File: src/rtl/i2c_pkg.sv
// Shared definitions for the I2C register-read sequencer: master opcodes,
// sequencer states, R/W bit values and the registered command bundle.
package i2c_pkg;

  // Opcodes understood by the byte-level i2c_master command port
  localparam logic [2:0] OP_START  = 3'd0;
  localparam logic [2:0] OP_RSTART = 3'd1;
  localparam logic [2:0] OP_WRITE  = 3'd2;
  localparam logic [2:0] OP_READ   = 3'd3;
  localparam logic [2:0] OP_STOP   = 3'd4;

  // R/W bit appended to the 7-bit device address
  localparam logic I2C_WR = 1'b0;
  localparam logic I2C_RD = 1'b1;

  // Width of the poll period counter
  localparam int POLL_CNT_W = 26;

  // One state per bus command, plus IDLE
  typedef enum logic [2:0] {
    S_IDLE   = 3'd0,
    S_START  = 3'd1,
    S_DEV_W  = 3'd2,
    S_REG    = 3'd3,
    S_RSTART = 3'd4,
    S_DEV_R  = 3'd5,
    S_READ   = 3'd6,
    S_STOP   = 3'd7
  } state_t;

  // Command presented to the master, held stable while cmd_valid is high
  typedef struct packed {
    logic [2:0] op;
    logic [7:0] data;
    logic       nack;
  } cmd_t;

endpackage

File: src/rtl/poll_timer.sv
// Free-running poll period counter. Counts 0..POLL_CYCLES-1 while enabled and
// flags the last count as a one-cycle tick; held at zero while disabled.
module poll_timer
  import i2c_pkg::*;
#(
  parameter int POLL_CYCLES = 50_000_000
) (
  input  logic clk,
  input  logic resetn,
  input  logic en,
  output logic tick
);

  localparam logic [POLL_CNT_W-1:0] LAST = POLL_CNT_W'(POLL_CYCLES - 1);

  logic [POLL_CNT_W-1:0] cnt_q, cnt_d;

  // Next count: wrap at LAST, clear whenever polling is disabled
  always_comb begin
    // NOTE: every combinational output gets a default first, so no path leaves it unassigned and no latch is inferred.
    cnt_d = '0;
    if (en) begin
      cnt_d = (cnt_q == LAST) ? '0 : cnt_q + POLL_CNT_W'(1);
    end
  end

  // Counter register
  always_ff @(posedge clk or negedge resetn) begin
    // NOTE: clocked state uses non-blocking assignments so every flop samples pre-edge values regardless of statement order.
    if (!resetn) begin
      cnt_q <= '0;
    end else begin
      cnt_q <= cnt_d;
    end
  end

  assign tick = en && (cnt_q == LAST);

endmodule

File: src/rtl/i2c_reg_reader.sv
// Register-read sequencer driving the i2c_master command port:
// START, DEV+W, REG, RSTART, DEV+R, NBYTES x READ, STOP. Each command is
// offered until accepted, then the block waits for its response.
module i2c_reg_reader
  import i2c_pkg::*;
#(
  parameter logic [6:0] DEV_ADDR    = 7'h68,
  parameter int         NBYTES      = 2,
  parameter int         POLL_CYCLES = 50_000_000
) (
  input  logic                  clk,
  input  logic                  resetn,
  input  logic                  req,
  input  logic [7:0]            reg_addr,
  input  logic                  poll_en,
  output logic                  busy,
  output logic                  done,
  output logic                  err,
  output logic [8*NBYTES-1:0]   rd_data,
  output logic                  cmd_valid,
  input  logic                  cmd_ready,
  output logic [2:0]            cmd_op,
  output logic [7:0]            cmd_data,
  output logic                  cmd_nack,
  input  logic                  rsp_valid,
  input  logic [7:0]            rsp_data,
  input  logic                  rsp_nack
);

  localparam int         W         = 8 * NBYTES;
  localparam logic [1:0] LAST_BYTE = 2'(NBYTES - 1);

  state_t       state_q, state_d;
  logic         waiting_q, waiting_d;     // command accepted, response pending
  logic         pending_q, pending_d;     // one-deep trigger queue
  logic         cmd_valid_q, cmd_valid_d;
  cmd_t         cmd_q, cmd_d;
  logic [7:0]   reg_q, reg_d;             // register pointer latched at start
  logic [1:0]   byte_cnt_q, byte_cnt_d;
  logic [W-1:0] shadow_q, shadow_d;
  logic         err_flag_q, err_flag_d;   // NACK seen in the running transaction
  logic         err_q, err_d;
  logic         done_q, done_d;
  logic [W-1:0] rd_data_q, rd_data_d;
  logic         tick;
  logic         trigger;
  logic         issue;

  poll_timer #(.POLL_CYCLES(POLL_CYCLES)) u_poll_timer (
    .clk    (clk),
    .resetn (resetn),
    .en     (poll_en),
    .tick   (tick)
  );

  // Command payload belonging to each state
  function automatic cmd_t cmd_for(input state_t s, input logic [7:0] ptr, input logic last);
    cmd_t c;
    c = '{op: OP_START, data: 8'h00, nack: 1'b0};
    case (s)
      S_START:  c.op = OP_START;
      S_DEV_W:  begin c.op = OP_WRITE; c.data = {DEV_ADDR, I2C_WR}; end
      S_REG:    begin c.op = OP_WRITE; c.data = ptr; end
      S_RSTART: c.op = OP_RSTART;
      S_DEV_R:  begin c.op = OP_WRITE; c.data = {DEV_ADDR, I2C_RD}; end
      S_READ:   begin c.op = OP_READ; c.nack = last; end
      S_STOP:   c.op = OP_STOP;
      default:  c.op = OP_START;
    endcase
    return c;
  endfunction

  assign trigger = pending_q | req | tick;

  // Next-state logic: trigger, handshake, response handling and result capture
  always_comb begin
    state_d     = state_q;
    waiting_d   = waiting_q;
    pending_d   = pending_q | req | tick;
    cmd_valid_d = cmd_valid_q;
    cmd_d       = cmd_q;
    reg_d       = reg_q;
    byte_cnt_d  = byte_cnt_q;
    shadow_d    = shadow_q;
    err_flag_d  = err_flag_q;
    err_d       = err_q;
    done_d      = 1'b0;
    rd_data_d   = rd_data_q;
    issue       = 1'b0;

    if (state_q == S_IDLE) begin
      if (trigger) begin
        pending_d  = 1'b0;
        reg_d      = reg_addr;
        err_flag_d = 1'b0;
        byte_cnt_d = '0;
        state_d    = S_START;
        issue      = 1'b1;
      end
    end else if (cmd_valid_q) begin
      if (cmd_ready) begin
        cmd_valid_d = 1'b0;
        waiting_d   = 1'b1;
      end
    end else if (waiting_q && rsp_valid) begin
      waiting_d = 1'b0;
      issue     = 1'b1;
      case (state_q)
        S_START:  state_d = S_DEV_W;
        S_DEV_W:  begin
          state_d    = rsp_nack ? S_STOP : S_REG;
          err_flag_d = err_flag_q | rsp_nack;
        end
        S_REG:    begin
          state_d    = rsp_nack ? S_STOP : S_RSTART;
          err_flag_d = err_flag_q | rsp_nack;
        end
        S_RSTART: state_d = S_DEV_R;
        S_DEV_R:  begin
          state_d    = rsp_nack ? S_STOP : S_READ;
          err_flag_d = err_flag_q | rsp_nack;
          byte_cnt_d = '0;
        end
        S_READ:   begin
          shadow_d = (shadow_q << 8) | W'(rsp_data);
          if (byte_cnt_q == LAST_BYTE) begin
            state_d = S_STOP;
          end else begin
            byte_cnt_d = byte_cnt_q + 2'd1;
          end
        end
        S_STOP:   begin
          state_d = S_IDLE;
          issue   = 1'b0;
          done_d  = 1'b1;
          err_d   = err_flag_q;
          if (!err_flag_q) begin
            rd_data_d = shadow_q;
          end
        end
        default:  begin
          state_d = S_IDLE;
          issue   = 1'b0;
        end
      endcase
    end

    if (issue) begin
      cmd_valid_d = 1'b1;
      cmd_d       = cmd_for(state_d, reg_d, byte_cnt_d == LAST_BYTE);
    end
  end

  // State and output registers; reset parks the sequencer in IDLE with all outputs low
  always_ff @(posedge clk or negedge resetn) begin
    if (!resetn) begin
      state_q     <= S_IDLE;
      waiting_q   <= 1'b0;
      pending_q   <= 1'b0;
      cmd_valid_q <= 1'b0;
      cmd_q       <= '0;
      reg_q       <= '0;
      byte_cnt_q  <= '0;
      shadow_q    <= '0;
      err_flag_q  <= 1'b0;
      err_q       <= 1'b0;
      done_q      <= 1'b0;
      rd_data_q   <= '0;
    end else begin
      state_q     <= state_d;
      waiting_q   <= waiting_d;
      pending_q   <= pending_d;
      cmd_valid_q <= cmd_valid_d;
      cmd_q       <= cmd_d;
      reg_q       <= reg_d;
      byte_cnt_q  <= byte_cnt_d;
      shadow_q    <= shadow_d;
      err_flag_q  <= err_flag_d;
      err_q       <= err_d;
      done_q      <= done_d;
      rd_data_q   <= rd_data_d;
    end
  end

  assign busy      = (state_q != S_IDLE);
  assign done      = done_q;
  assign err       = err_q;
  assign rd_data   = rd_data_q;
  assign cmd_valid = cmd_valid_q;
  assign cmd_op    = cmd_q.op;
  assign cmd_data  = cmd_q.data;
  assign cmd_nack  = cmd_q.nack;

endmodule

File: config.mk
export PLATFORM = sky130hd
export DESIGN_NAME = i2c_reg_reader
export DESIGN_NICKNAME = d
export VERILOG_FILES = /design/src/rtl/i2c_pkg.sv /design/src/rtl/poll_timer.sv /design/src/rtl/i2c_reg_reader.sv
export SDC_FILE = /design/constraint.sdc
export NUM_CORES = 1
export LEC_CHECK = 0
export ABC_AREA = 1
export CAP_MARGIN = 20
export CORE_MARGIN = 10
export CORE_UTILIZATION = 57
export CTS_BUF_LIST = sky130_fd_sc_hd__clkbuf_8
export CTS_CLUSTER_SIZE = 30
export DETAILED_ROUTE_END_ITERATION = 10
export PLACE_DENSITY = 0.88
export SKIP_LAST_GASP = 1
export SYNTH_ARGS = -nofsm -noshare
export SYNTH_HDL_FRONTEND = slang
export SYNTH_SLANG_ARGS = --single-unit
File: constraint.sdc
create_clock -name clk -period 2.1 [get_ports clk]
set_clock_uncertainty 0.15 [all_clocks]
set_input_delay 0.21 -clock clk [delete_from_list [all_inputs] [get_ports clk]]
set_output_delay 0.21 -clock clk [all_outputs]
set_load 0.05 [all_outputs]
==> results_dict.tcl <==
set metrics [dict create \
    overflow 0 \
    area_growth_pct 28.63 \
    grt_use_met3 0.05374 \
    syn_inst 506 \
    avgSynthCellArea_sq_um 8.439 \
    fin_crit_sh 1.014 \
    critical_path.cell_chain "ha_2 -> nand2_2 -> nor2_4 -> nand3_2 -> nor2_4 -> nand3_4 -> nand2_4 -> nand2_4 -> buf_6 -> nand2_4 -> nand2_4 -> nand3_4 -> nand3_1 -> nand2_1" \
    grt_pass1_vias 3596 \
    setup_ws_ns -0.02922 \
    setup_tns_ns -0.02922 \
    crit_type "reg -> reg" \
    cts_tree "done" \
    maxSlewViolCount 0 \
    yosysTopAreaCell "dfrtp_1" \
    max_freq_mhz 469.7 \
    synthFlopType "dfrtp_1" \
    die_width_um 106.6 \
    htree_levels 3 \
    drive_gt1_frac 0.2020 \
    place_area_sq_um 5042 \
    place_ws_ns -0.03455 \
    fin_total_pwr_mw 6.886 \
    pin_count 55 \
    die_h_um 106.6 \
    top_usage_layer "met2" \
    critPathMaxStageDelay_ns 0.38 \
    port_buffers 54 \
    final_cell_mix "nand2_1, dfrtp_1, clkdlybuf4s50_1" \
    synth-edff-count 0 \
    rsz0062_at_grt "yes" \
    drv_cap 0 \
    synth_top_area_frac 0.5215 \
    via_count 3749 \
    violations "negative setup slack" \
    synth.distinct_cells 39 \
    clk_pin_slew_ns 0.09 \
    start_util 0.5888 \
    synth_area_sq_um 4270 \
    dieArea_sq_um 11350 \
    synth_seq_cells 89 \
    timing.hold.ws_ns 0.1690 \
    drt-pass1-iter-count 5 \
    ff2ff_setup_slack_ns -0.03 \
    fill_cells 465 \
    path_delay_family "simple AND/OR/NAND/NOR gates" \
    yosysWarnings 0 \
    cts_buffer_depth 2 \
    numCtsBuffers 9 \
    startpoint_type "flop" \
    grt_usage 0.1813 \
    vias_per_cell 5.371 \
    ir_drop_uv 964.5 \
    crit_buf_inv 1 \
    core.rowCount 31 \
    grt_first_pass_wirelength_mm 17.09 \
    drt-total-wl_mm 10.59 \
    drtIter0Drc 303 \
    clk_latency_ns 0.36 \
    cpMaxStageDelayCell "dfrtp_1" \
    synth_area_leaders "dfrtp_1, nand2_1, inv_1, nor2_1, nand3_1" \
    route.detailed.drc 0 \
    use_met2 0.2959 \
    period_minus_slack_ns 2.129 \
    final_area_sq_um 5493 \
    antenna_found_initial 0 \
    required_ns 2.25 \
    ant_nets 0 \
    cp.arrival_ns 2.28 \
    place_hpwl_mm 7.332 \
    layout.nets 618 \
    synth_nets 530 \
    cpMostUsedCell "nand2_4" \
    power_density_nw_per_um2 1254 \
    grt_max_degree 42 \
    n_antenna_cell 0 \
    critPathMaxFanout 5 \
    end_kind "flop" \
    async_reset_ff_frac 1.000 \
    seq_area_frac_synth 0.5215 \
    status "finished with violations" \
    hold_violations 0 \
    use_met1 0.2233 \
    core_sq_um 7253 \
    gp_congestion 0.9209 \
    clkSinkCount 89 \
    clockRootBuffer "clkbuf_8" \
    setup_violations 1 \
    wl_per_cell_um 15.17 \
    worstHoldPathType "in -> async" \
    p_leak_nw 2.588 \
    final_common_cell "nand2_1" \
    slew_headroom 0.6479 \
    worstMarginPinSlew_ns 0.5265 \
]
==> logic make-up (layout without fill, tap and decap cells) <==
group	Yosys count	after routing	share of synthesized area
AO/OA/AOI/OAI	57	57	0.07824
XOR/XNOR	10	10	0.02051
adder cells (fa/ha/maj)	1	1	0.002930
buffers and inverters	70	163	0.06914
flip-flops	89	89	0.5215
AND/OR/NAND/NOR	279	279	0.3076
==> power by group <==
part | switching [mW] | internal [mW]
combinational | 2.11 | 1.09
clock | 0.644 | 0.600
sequential | 0.265 | 2.18
==> per-stage QoR <==
step                      std cells  utilization
after detailed placement        672       0.6952
final                           698       0.7573
after floorplan                 506            -
after CTS                       691       0.7293
after global placement          672       0.6952
after global routing            698       0.7573
==> synthesized netlist by cell type, types with 2 or more instances <==
cell type  instances
o21ai_2            9
nor3_1            13
nor3b_1            2
xor2_1            10
clkbuf_1           4
inv_2              8
nand3_2            5
o21ai_0           22
nor2_1            51
nand3_1           28
a21oi_1           16
buf_6              4
nor3_2             2
inv_1             51
nand2_1          141
nor2_4             4
nand2_4            4
a31oi_1            3
o21ai_1            2
nand4_1            5
nand3b_1           3
nor4_1             7
nor2_2             6
dfrtp_1           89
nand2_2            3
==> registers in the layout, indices dropped and copies added (netlist names), 2 cells and up <==
register,cells
cmd_op,3
u_poll_timer.cnt_q,26
byte_cnt_q,2
shadow_q,16
cmd_data,8
reg_q,8
rd_data,16
state_q,3
==> repair_timing <==
item	4_1_cts	5_1_grt
setup endpoints to repair	6	19
pin swaps	0	14
gates resized for setup	4	40
buffers inserted	1	7
gates cloned	1	0
hold endpoints to repair	30	0
hold buffers	1	0
==> per-layer routing <==
| layer | share of wire | wire length [um] |
|---|---|---|
| met5 | 0 | 0 |
| met4 | 0.014 | 150 |
| met3 | 0.072 | 766 |
| met2 | 0.49 | 5198 |
| met1 | 0.42 | 4472 |
==> final timing paths <==
check | startpoint | end | cells after the start
max | u_poll_timer.cnt_q[1] | cmd_data[6] | 14
min | resetn | rd_data[1] | 2
max reg2reg | u_poll_timer.cnt_q[1] | cmd_data[6] | 14
min reg2reg | rd_data[12] | rd_data[12] | 2
max in group asynchronous | resetn | shadow_q[6] | 3
min in group clk | reg_addr[3] | reg_q[3] | 3
==> final cells by class <==
class                   instances  area (sq um)  share of cell area
clock buffers                  10         137.6             0.02506
clock inverters                 6         72.57             0.01321
inverters                      61         236.5             0.04305
multi-input cells             347          1891              0.3442
flip-flops and latches         89          2230              0.4059
well taps                      99         123.9             0.02255
repair buffers                 85         794.5              0.1446
repair inverters                1         7.507            0.001367
(Power assumes the default switching activity.)
